## config.mk

```make
export PLATFORM = sky130hd
export DESIGN_NAME = wb_trap_ctrl
export DESIGN_NICKNAME = d
export VERILOG_FILES = /design/src/rtl/wb_trap_ctrl.sv
export SDC_FILE = /design/constraint.sdc
export NUM_CORES = 1
export LEC_CHECK = 0
export BUFFER_PORTS_ARGS = -buffer_cell sky130_fd_sc_hd__clkbuf_2
export CAP_MARGIN = 0
export CELL_PAD_IN_SITES_DETAIL_PLACEMENT = 1
export CELL_PAD_IN_SITES_GLOBAL_PLACEMENT = 1
export CORE_UTILIZATION = 28
export CTS_BUF_LIST = sky130_fd_sc_hd__clkbuf_16
export DETAILED_ROUTE_END_ITERATION = 10
export PLACE_DENSITY_LB_ADDON = 0.1
export REMOVE_ABC_BUFFERS = 1
export SYNTH_ARGS = -nofsm -noshare
export SYNTH_HDL_FRONTEND = slang
export SYNTH_SLANG_ARGS = --single-unit
```

## constraint.sdc

```tcl
create_clock -name clk -period 2.4 [get_ports clk]
set_input_delay 0.24 -clock clk [delete_from_list [all_inputs] [get_ports clk]]
set_output_delay 0.24 -clock clk [all_outputs]
set_load 0.05 [all_outputs]
```

## src/rtl/wb_trap_ctrl.sv

```systemverilog
// Write-back trap/mret sequencer: kills the WB instruction, pulses CSR updates and hands a PC redirect to fetch.
// Optional debug entry/exit path is compiled in with `define WB_TRAP_DEBUG_EN.
module wb_trap_ctrl #(
  parameter int              XLEN         = 32,
  parameter int              DRAIN_CYCLES = 3,
  parameter logic [XLEN-1:0] DEBUG_ADDR   = 32'h0000_0800
) (
  input  logic            clk,
  input  logic            rst,
  input  logic            software_interrupt,
  input  logic            timer_interrupt,
  input  logic            external_interrupt,
  input  logic            debug_interrupt,
  input  logic            wb_valid,
  input  logic [XLEN-1:0] wb_pc,
  input  logic            wb_exception,
  input  logic [3:0]      wb_exc_cause,
  input  logic [XLEN-1:0] wb_exc_tval,
  input  logic            wb_mret,
  input  logic            csr_mstatus_mie,
  input  logic [2:0]      csr_mie,
  input  logic [XLEN-1:0] csr_mtvec,
  input  logic [XLEN-1:0] csr_mepc,
  output logic            wb_kill,
  output logic            trap_csr_we,
  output logic [XLEN-1:0] trap_mepc,
  output logic [XLEN-1:0] trap_mcause,
  output logic [XLEN-1:0] trap_mtval,
  output logic            mret_csr_we,
  output logic            pipe_flush,
  output logic            redirect_valid,
  output logic [XLEN-1:0] redirect_pc,
  input  logic            redirect_ready,
`ifdef WB_TRAP_DEBUG_EN
  output logic            dbg_csr_we,
  output logic [XLEN-1:0] dpc,
`endif
  output logic            busy
);

  typedef enum logic [1:0] {IDLE, REDIRECT, DRAIN} state_t;

  state_t     state;
  logic [3:0] drain_cnt;
  logic       is_idle, exc_evt, irq_ok, mei, msi, mti, irq_evt, trap_evt, mret_evt, dbg_evt;
  logic [3:0] irq_code;
  logic [XLEN-1:0] mtvec_base, trap_target;

`ifdef WB_TRAP_DEBUG_EN
  logic debug_mode;
  // No nested debug entry: a request while already halted is ignored.
  assign dbg_evt = debug_interrupt & wb_valid & ~debug_mode;
  assign irq_ok  = wb_valid & ~wb_exception & csr_mstatus_mie & ~debug_mode;
`else
  logic unused_debug;
  assign unused_debug = debug_interrupt;
  assign dbg_evt      = 1'b0;
  assign irq_ok       = wb_valid & ~wb_exception & csr_mstatus_mie;
`endif

  assign is_idle  = (state == IDLE);
  assign exc_evt  = wb_valid & wb_exception;
  assign mei      = external_interrupt & csr_mie[2];
  assign msi      = software_interrupt & csr_mie[0];
  assign mti      = timer_interrupt    & csr_mie[1];
  assign irq_evt  = irq_ok & (mei | msi | mti);
  assign trap_evt = dbg_evt | exc_evt | irq_evt;
  assign mret_evt = wb_valid & wb_mret & ~trap_evt;
  assign wb_kill  = is_idle & trap_evt;
  assign busy     = ~is_idle;

  always_comb begin
    irq_code = 4'd7;
    if (mei)      irq_code = 4'd11;
    else if (msi) irq_code = 4'd3;
  end

  // Vectored mode offsets only interrupts; modes 2/3 fall back to direct.
  assign mtvec_base = {csr_mtvec[XLEN-1:2], 2'b00};
  always_comb begin
    trap_target = mtvec_base;
    if (!exc_evt && csr_mtvec[1:0] == 2'b01)
      trap_target = mtvec_base + {{(XLEN-6){1'b0}}, irq_code, 2'b00};
  end

  always_ff @(posedge clk) begin
    if (rst) begin
      state          <= IDLE;
      drain_cnt      <= '0;
      trap_csr_we    <= 1'b0;
      mret_csr_we    <= 1'b0;
      pipe_flush     <= 1'b0;
      redirect_valid <= 1'b0;
      redirect_pc    <= '0;
      trap_mepc      <= '0;
      trap_mcause    <= '0;
      trap_mtval     <= '0;
`ifdef WB_TRAP_DEBUG_EN
      dbg_csr_we     <= 1'b0;
      dpc            <= '0;
      debug_mode     <= 1'b0;
`endif
    end else begin
      trap_csr_we <= 1'b0;
      mret_csr_we <= 1'b0;
      pipe_flush  <= 1'b0;
`ifdef WB_TRAP_DEBUG_EN
      dbg_csr_we  <= 1'b0;
`endif
      case (state)
        IDLE: begin
          if (dbg_evt) begin
`ifdef WB_TRAP_DEBUG_EN
            dbg_csr_we     <= 1'b1;
            dpc            <= wb_pc;
            debug_mode     <= 1'b1;
`endif
            pipe_flush     <= 1'b1;
            redirect_valid <= 1'b1;
            redirect_pc    <= DEBUG_ADDR;
            state          <= REDIRECT;
          end else if (trap_evt) begin
            trap_csr_we    <= 1'b1;
            pipe_flush     <= 1'b1;
            trap_mepc      <= wb_pc;
            trap_mcause    <= exc_evt ? {1'b0, {(XLEN-5){1'b0}}, wb_exc_cause}
                                      : {1'b1, {(XLEN-5){1'b0}}, irq_code};
            trap_mtval     <= exc_evt ? wb_exc_tval : '0;
            redirect_valid <= 1'b1;
            redirect_pc    <= trap_target;
            state          <= REDIRECT;
          end else if (mret_evt) begin
            mret_csr_we    <= 1'b1;
            pipe_flush     <= 1'b1;
            redirect_valid <= 1'b1;
`ifdef WB_TRAP_DEBUG_EN
            redirect_pc    <= debug_mode ? dpc : csr_mepc;
            debug_mode     <= 1'b0;
`else
            redirect_pc    <= csr_mepc;
`endif
            state          <= REDIRECT;
          end
        end
        REDIRECT: begin
          if (redirect_ready) begin
            redirect_valid <= 1'b0;
            drain_cnt      <= 4'(DRAIN_CYCLES);
            state          <= DRAIN;
          end
        end
        DRAIN: begin
          drain_cnt <= drain_cnt - 4'd1;
          if (drain_cnt == 4'd1) state <= IDLE;
        end
        default: state <= IDLE;
      endcase
    end
  end

endmodule

```

==> metrics.txt, run 1 <==
run status finished clean; synthesized instance count 635; row cnt 49; final hold vios 0; worst endpoint data arrival time 2000 ps; crit-path max FO 16; Slowest-stage cell, CP or3b_2; met3 Usage GRT 3.57%; global-route wire length before repair 28300 um; Post-synth EDFFs 0; Initial Util 28.6%; Port Buffer Count 251; busiest grt layer met2; filler cell count in the final layout 2291; clk slew on worst S/H paths 80 ps; synth warn 0; gr ovfl total 0; VDD IR max 0.308 mV; routed vias/inst 4.96; placed inst area 6680 um^2; critical path launch point type flop; worst endpoint required time 2160 ps; Via Count 5544; FF/Latch Area 2220 um^2; Post-Route WL 18800 um; Hold Crit Class in2reg; DR WL/cell 16.8 um; vias in the first global route 5527; cts bufs inserted 9; critical-path cell list or3b_2 -> a211oi_4 -> nand2_4 -> inv_2 -> buf_6 -> buf_12; post-DP HPWL 14400 um; GPL Wtd Cong 0.790; number of distinct library cells after synthesis 57; critical setup path kind reg2out; Synth Flop Type dfxtp_1; post-synthesis sequential area ratio 43.1%; Tot GR Track Use 19.4%; Max Fclk 0.447 GHz; Root Driver clkbuf_16; area of the core 18000 um^2; hold buffers post-CTS 0; DP Cell Count 1100; R2R cell count 6; Post-route DRC 0; CTS tree yes; maxcap violations 0; Initial DRC Count 162; Die Height 138 um; relative slew slack 38.9%; Final Setup Violations 0; RSZ-0062 raised after global routing false; final non-filler cell total 1118; Setup crit end kind output pin; hold depth 3; Mean Syn Cell Area 8.12 um^2; met2 Track Usage GR 34.2%; clock buffer depth 2; min Tclk post-route 2240 ps; Leakage 3.19 nW; Power Density 696 nW/um^2; P&R area growth vs syn 36.1%; CTS H-Tree Depth 3; initial antenna violation count 1; Post-Syn Area 5150 um^2; Worst-Margin Slew 916 ps; I/O pin count 280; worst skew pair latency 350 ps; multi-input logic area 2630 um^2; Async SR Flop Fraction 0%; die footprint 19000 um^2; final instance area 7010 um^2; Die Width 138 um; share of layout cells above drive strength 1 35.2%; Max stage delay on crit path 510 ps; Slew Viols, Final 0; DR pass1 iterations 4; nets@finish 1034; pin count of the biggest net entering global routing 83; synthesized flop and latch total 111; Tcrit/Tclk final 93.2%; Final ANT Viol Nets 0; met1 GRT Util 22.9%; Final Skew 7.32 ps; clock sinks 111
==> synthesized netlist by cell type, drive strengths merged, types with 4 or more instances <==
| master | instances | area (um^2) |
|---|---|---|
| nand2b | 5 | 31.3 |
| nor4 | 11 | 75.1 |
| nor2 | 69 | 259 |
| nand2 | 96 | 360 |
| a21o | 7 | 52.6 |
| a21oi | 51 | 255 |
| clkbuf | 37 | 139 |
| a31oi | 4 | 25.0 |
| xor2 | 8 | 70.1 |
| and3 | 6 | 37.5 |
| a22oi | 44 | 330 |
| and2 | 6 | 40.0 |
| nor3 | 20 | 105 |
| ha | 5 | 62.6 |
| nand4 | 9 | 56.3 |
| nand3 | 18 | 90.1 |
| a211oi | 8 | 60.1 |
| o21ai | 8 | 40.0 |
| o211ai | 4 | 30.0 |
| dfxtp | 111 | 2220 |
| a211o | 5 | 43.8 |
| inv | 11 | 41.3 |
| mux2i | 4 | 40.0 |
| buf | 34 | 244 |
| o22ai | 9 | 56.3 |
==> final cells by class <==
| class | count | share of cell area [%] |
|---|---|---|
| clock buffer | 9 | 3.21 |
| timing repair buffer | 282 | 21.7 |
| tap | 229 | 4.09 |
| sequential | 111 | 31.7 |
| inverter | 12 | 0.642 |
| multi-input combinational | 467 | 37.5 |
| antenna | 1 | 0.0357 |
| clock inverter | 7 | 1.14 |
==> stage by stage <==
step	hold WS, ps	power [W]	setup WS [ps]	setup TNS [ps]	util, %
CTS	85.4	0.00495	13.2	0	38.8
global placement	440	0.00332	12.2	0	37.1
global route	98.2	0.00511	73.0	0	38.9
finish	101	0.00488	163	0	38.9
detailed placement	448	0.00336	-43.1	-43.1	37.1
floorplan	309	0.00288	-2450	-149470	-
==> sequential cells by signal, summed over array words and instances, names as in the netlist <==
register	flops
trap_mepc	32
trap_mtval	32
state	2
redirect_valid	1
trap_mcause	5
drain_cnt	4
mret_csr_we	1
pipe_flush	1
redirect_pc	32
trap_csr_we	1
==> what timing repair did <==
item,4_1_cts,5_1_grt
endpoints found under the hold margin,0,0
pin swaps,0,1
setup buffers,0,1
endpoints found under the setup margin,1,1
gates resized for setup,3,0
==> per-layer routing <==
metal / up-vias / routed length (um)
met2: 203 / 9230
met1: 2613 / 7890
met5: - / 0
met3: 26 / 1220
li1: 2702 / -
met4: 0 / 480
==> logic make-up after synthesis <==
family                     Yosys count  synth area share [%]
muxes                                4                 0.777
and+or+nand+nor                    256                  23.1
other                                1                0.0728
buffers and inverters               83                  8.30
AOI/OAI and AO/OA                  164                  21.5
DFF                                111                  43.1
adders and majority gates            5                  1.21
xor gates and xnor gates            11                  1.87
==> cell usage in the layout (no fill, tap or decap), types with 3 or more instances in the layout <==
cell type	Yosys	routed
clkbuf_2	0	249
dfxtp_1	111	111
nand2_1	96	95
nor2_1	69	68
a21oi_1	51	50
a22oi_1	44	44
buf_4	27	30
conb_1	1	27
nor3_1	19	19
nand3_1	18	18
inv_1	11	12
nor4_1	10	10
nand4_1	9	9
o22ai_1	9	9
clkbuf_16	0	9
o21ai_0	8	8
xor2_1	8	8
a211oi_1	8	7
a21o_1	7	7
and3_1	6	6
and2_1	5	5
nand2b_1	5	5
a211o_1	5	5
ha_1	5	5
mux2i_1	4	4
a31oi_1	4	4
o211ai_1	4	4
or3b_2	3	3
and4_1	3	3
o31ai_1	3	3
xnor2_1	3	3
o21a_1	3	3
o311ai_0	3	3
==> path summary, 6_finish.rpt <==
path                      start              to  slack, ps
setup reg to reg       state[1]  redirect_pc[6]        310
setup / recovery       state[1]         wb_kill        160
hold reg to reg   trap_mepc[23]   trap_mepc[23]        460
hold / removal         wb_pc[0]    trap_mepc[0]        100
==> critical path, delay by kind of cell (launching register included) <==
family	cells	cell delay (ps)
AOI/OAI and AO/OA	1	240
buffers and inverters	3	460
DFF	1	310
and+or+nand+nor	2	620
==> power by group <==
| part | leakage [nW] | internal (W) | switching (W) |
|---|---|---|---|
| registers | 0.906 | 0.00196 | 0.0000642 |
| logic | 2.13 | 0.000371 | 0.000919 |
| clock network | 0.154 | 0.000827 | 0.000742 |
Power figures use the tool's default switching activity.
==> inputs of run 2 (changes only) <==
CORE_UTILIZATION = 33   (was 28)
CTS_CLUSTER_DIAMETER = 40   (was unset)
clock period = 2.8 ns   (was 2.4 ns; I/O delays follow)
==> metrics.txt, run 2 (same netlist as run 1, synthesis figures left out) <==
Hold Path Sink trap_mepc[26] (was trap_mepc[0]); Die Width 127 um (was 138 um); routed vias/inst 5.20 (was 4.96); critical path launch point type flop (unchanged); Comb pwr share 25.9% (was 26.4%); hold depth 3 (unchanged); Tcrit/Tclk final 89.1%; Final Skew 5.42 ps (was 7.32 ps); post-DP HPWL 13600 um (was 14400 um); Via Count 5531 (was 5544); Die Height 127 um (was 138 um); min Tclk post-route 2490 ps; worst endpoint required time 2520 ps (was 2160 ps); Final Setup Violations 0 (unchanged); pin count of the biggest net entering global routing 61 (was 83); Overall Power 0.00415 W (was 0.00488 W); run status finished clean (unchanged); worst hold slack 144 ps (was 101 ps); most frequent cells in the layout clkbuf_2, dfxtp_1, nand2_1 (unchanged); global-route wire length before repair 28400 um (was 28300 um); Leakage 3.10 nW (was 3.19 nW); Initial Util 33.9% (was 28.6%); Power Density 608 nW/um^2 (was 696 nW/um^2); worst endpoint data arrival time 2210 ps (was 2000 ps); area of the core 15200 um^2 (was 18000 um^2); die footprint 16100 um^2 (was 19000 um^2); Post-Route WL 17800 um (was 18800 um); DR WL/cell 16.8 um (about the same); Tot GR Track Use 22.3% (was 19.4%); R2R Setup Slk 460 ps (was 310 ps); clock sinks 111 (unchanged); most common cell after layout, fill and taps aside clkbuf_2 (unchanged); cts bufs inserted 9 (unchanged); P_int 0.00268 W (was 0.00315 W); TNS Setup 0 ps (unchanged); biggest regs redirect_pc: 32 flops, trap_mepc: 32 flops, trap_mtval: 32 flops (unchanged); Min-Delay Startpoint wb_pc[26] (was wb_pc[0]); worst skew pair latency 360 ps (was 350 ps); Max Fclk 0.401 GHz; VDD IR max 0.307 mV (was 0.308 mV); switching part of the total power 35.4% (about the same); row cnt 45 (was 49); pre-CTS WS 275 ps (was -43.1 ps); DR pass1 iterations 4 (unchanged); Final ANT Viol Nets 0 (unchanged); filler cell count in the final layout 1935 (was 2291); CP Launch Point state[0] (was state[1]); GPL Wtd Cong 0.845 (was 0.790); critical setup path kind reg2out (unchanged); Worst-Margin Slew 827 ps (was 916 ps); Reg-to-Reg End redirect_pc[27] (was redirect_pc[6]); RSZ-0062 raised after global routing false (unchanged); relative slew slack 44.4% (was 38.9%); CTS H-Tree Depth 3 (unchanged); DP Cell Count 1048 (was 1100); gr ovfl total 0 (unchanged); Root Driver clkbuf_16 (unchanged); hold buffers post-CTS 0 (unchanged); final worst setup slack 306 ps (was 163 ps); I/O pin count 280 (unchanged); final hold vios 0 (unchanged); power share of the sequential group 41.8% (was 41.4%); CTS resizes 0 (was 3); Slew Viols, Final 0 (unchanged); P&R area growth vs syn 32.5% (was 36.1%); final non-filler cell total 1064 (was 1118); maxcap violations 0 (unchanged); Port Buffer Count 251 (unchanged); n_diodes 0 (was 1); initial antenna violation count 0 (was 1); nets@finish 1022 (was 1034); clk slew on worst S/H paths 70 ps (was 80 ps); share of layout cells above drive strength 1 34.4% (was 35.2%); post-CTS setup buffer count 0 (unchanged); R2R cell count 8 (was 6); clock buffer depth 2 (unchanged); crit-path max FO 11 (was 16); Reg-to-Reg Start state[0] (was state[1]); CTS tree yes (unchanged); vias in the first global route 5620 (was 5527); Post-route DRC 0 (unchanged); clock share of power 32.3% (was 32.2%); Setup crit end kind output pin (unchanged); Initial DRC Count 240 (was 162); net switching power 0.00147 W (was 0.00172 W); Hold Crit Class in2reg (unchanged)
==> run 2: cell count changes in the layout (fill, tap and decap cells not counted), sizes merged <==
cell	previous run	this run
inv	16	12
clkinvlp	0	2
diode	1	0
clkinv	2	4
buf	33	20
clkbuf	258	259
==> run 2: worst max path at each step <==
stage | endpoint | cells after the start
CTS | wb_kill | 5
global route | wb_kill | 5
detailed placement | redirect_pc[29] | 9
floorplan | redirect_pc[27] | 8
global placement | redirect_pc[29] | 9
finish | wb_kill | 5
==> run 2: power groups by stage <==
stage / Clock [W] / Combinational, W / Sequential [W]
3_3_place_gp: 0 / 0.00105 / 0.00177
6_report: 0.00134 / 0.00107 / 0.00173
2_1_floorplan: 0 / 0.000385 / 0.00208
4_1_cts: 0.00138 / 0.00108 / 0.00174
5_1_grt: 0.00144 / 0.00115 / 0.00175
3_5_place_dp: 0 / 0.00108 / 0.00177
==> run 2: critical path, stage by stage (launching register included) <==
cell and delay (ps):
dfxtp_1 410, or3b_2 510, a211oi_2 210, nand2_2 110, clkinv_1 270, clkbuf_2 350
==> run 2: area by class of cell <==
type / count / area (um^2) / area share (%)
tap: 188 / 235 / 3.45
clock buffer: 9 / 225 / 3.30
inverter: 12 / 45.0 / 0.660
timing repair buffer: 270 / 1400 / 20.5
multi-input combinational: 467 / 2620 / 38.3
clock inverter: 7 / 83.8 / 1.23
sequential: 111 / 2220 / 32.5
==> run 2: layer usage <==
layer | global-route usage, % | wire length (um)
met1 | 26.7 | 7610
met2 | 40.4 | 8980
met3 | 3.10 | 863
met4 | 8.33 | 369
met5 | 0 | 0
==> run 2: metrics by stage <==
stage	util [%]	area, um^2
after detailed placement	42.9	6520
after global placement	42.9	6520
final	44.9	6830
after floorplan	-	4870
after global routing	44.9	6830
after CTS	44.9	6830
==> inputs of run 3 (changes only) <==
==> constraint.sdc (replaced) <==
create_clock -name clk -period 2.8 [get_ports clk]
set_input_delay 0.14 -clock clk [delete_from_list [all_inputs] [get_ports clk]]
set_output_delay 0.14 -clock clk [all_outputs]
set_load 0.05 [all_outputs]
==> metrics.txt, run 3 (same netlist as run 1, synthesis figures left out) <==
crit-path max FO 40 (was 11); GPL Wtd Cong 0.860 (was 0.845); DR pass1 iterations 4 (unchanged); share of layout cells above drive strength 1 33.7% (was 34.4%); multi-input logic area 2620 um^2 (unchanged); filler cell count in the final layout 1940 (was 1935); run status finished clean (unchanged); post-CTS setup buffer count 0 (unchanged); critical setup path kind reg2out (unchanged); vias in the first global route 5670 (was 5620); die footprint 16100 um^2 (unchanged); DR WL/cell 16.6 um (was 16.8 um); most frequent cells in the layout clkbuf_2, dfxtp_1, nand2_1 (unchanged); worst endpoint data arrival time 2470 ps (was 2210 ps); post-DP HPWL 13600 um (about the same); P&R area growth vs syn 32.8% (was 32.5%); maxcap violations 0 (unchanged); final worst setup slack 189 ps (was 306 ps); Leakage 3.11 nW (was 3.10 nW); Final Setup Violations 0 (unchanged); Die Width 127 um (unchanged); pre-CTS WS 472 ps (was 275 ps); cts bufs inserted 9 (unchanged); Via Count 5495 (was 5531); R2R Setup Slk 550 ps (was 460 ps); Port Buffer Count 251 (unchanged); Post-route DRC 0 (unchanged); CTS tree yes (unchanged); critical path launch point type flop (unchanged); nets@finish 1025 (was 1022); pin count of the biggest net entering global routing 81 (was 61); clock sinks 111 (unchanged); biggest regs redirect_pc: 32 flops, trap_mepc: 32 flops, trap_mtval: 32 flops (unchanged); Post-Route WL 17600 um (was 17800 um); Max Fclk 0.383 GHz (was 0.401 GHz); row cnt 45 (unchanged); Die Height 127 um (unchanged); routed vias/inst 5.15 (was 5.20); Hold Crit Class in2reg (unchanged); clock buffer depth 2 (unchanged); final hold vios 0 (unchanged); Root Driver clkbuf_16 (unchanged); Tcrit/Tclk final 93.3% (was 89.1%); worst endpoint required time 2660 ps (was 2520 ps); VDD IR max 0.298 mV (was 0.307 mV); Initial Util 33.9% (unchanged); FF/Latch Area 2220 um^2 (unchanged); worst skew pair latency 350 ps (was 360 ps); Tot GR Track Use 22.3% (about the same); I/O pin count 280 (unchanged); Final Skew 7.64 ps (was 5.42 ps); gr ovfl total 0 (unchanged); final instance area 6840 um^2 (was 6830 um^2); Worst-Margin Slew 880 ps (was 827 ps); Setup crit end kind output pin (unchanged); Slew Viols, Final 0 (unchanged); CTS H-Tree Depth 3 (unchanged); n_diodes 0 (unchanged); relative slew slack 41.3% (was 44.4%); placed inst area 6500 um^2 (was 6520 um^2); area of the core 15200 um^2 (unchanged); Initial DRC Count 258 (was 240); min Tclk post-route 2610 ps (was 2490 ps); RSZ-0062 raised after global routing false (unchanged); Power Density 600 nW/um^2 (was 608 nW/um^2); global-route wire length before repair 28500 um (was 28400 um); initial antenna violation count 0 (unchanged); Final ANT Viol Nets 0 (unchanged); most common cell after layout, fill and taps aside clkbuf_2 (unchanged); clk slew on worst S/H paths 70 ps (about the same)
## run 3: metal layers
metal  GRT usage, %  part of all wire [%]
met3           3.89                   5.2
met2           40.3                    50
met4           8.19                   2.1
met5              0                     0
met1           26.3                    43
## run 3: layout make-up
type / instances / share of cell area (%)
Timing Repair Buffer: 273 / 21.0
Sequential cell: 111 / 32.5
Multi-Input combinational cell: 467 / 38.2
Tap cell: 188 / 3.44
Clock buffer: 9 / 3.29
Clock inverter: 6 / 0.933
Inverter: 12 / 0.658
## run 3: stage by stage
step	setup TNS [ps]	power, W	util [%]	hold slack (ps)	std cells
4_1_cts	0	0.00416	45.0	1.75	1066
3_3_place_gp	0	0.00281	42.8	366	1046
6_report	0	0.00411	45.0	13.6	1066
5_1_grt	0	0.00432	45.0	5.44	1066
2_1_floorplan	-111310	0.00246	-	209	590
3_5_place_dp	0	0.00285	42.8	373	1046
## run 3: path summary, 6_finish.rpt
path | cells past startpoint | start | end
hold / removal | 3 | wb_pc[16] | trap_mepc[16]
setup reg to reg | 6 | state[0] | redirect_pc[23]
hold reg to reg | 2 | trap_mepc[31] | trap_mepc[31]
setup / recovery | 6 | state[0] | wb_kill
## run 3: critical path: stages, from the launching register on
cell and delay [ps]:
dfxtp_1 400, or3b_2 500, a211oi_2 220, nand2_2 140, clkinv_1 100, buf_4 390
clkbuf_2 360
## run 3: power breakdown
part | leakage [nW] | switching [W] | internal (W)
Sequential | 0.906 | 0.0000588 | 0.00168
Combinational | 2.06 | 0.000774 | 0.000300
Clock | 0.142 | 0.000608 | 0.000690
## run 3: what timing repair did
action                                  in CTS  in global routing
endpoints found under the setup margin       0                  0
gates resized for setup                      0                  0
endpoints found under the hold margin        5                  0
hold buffers                                 5                  0
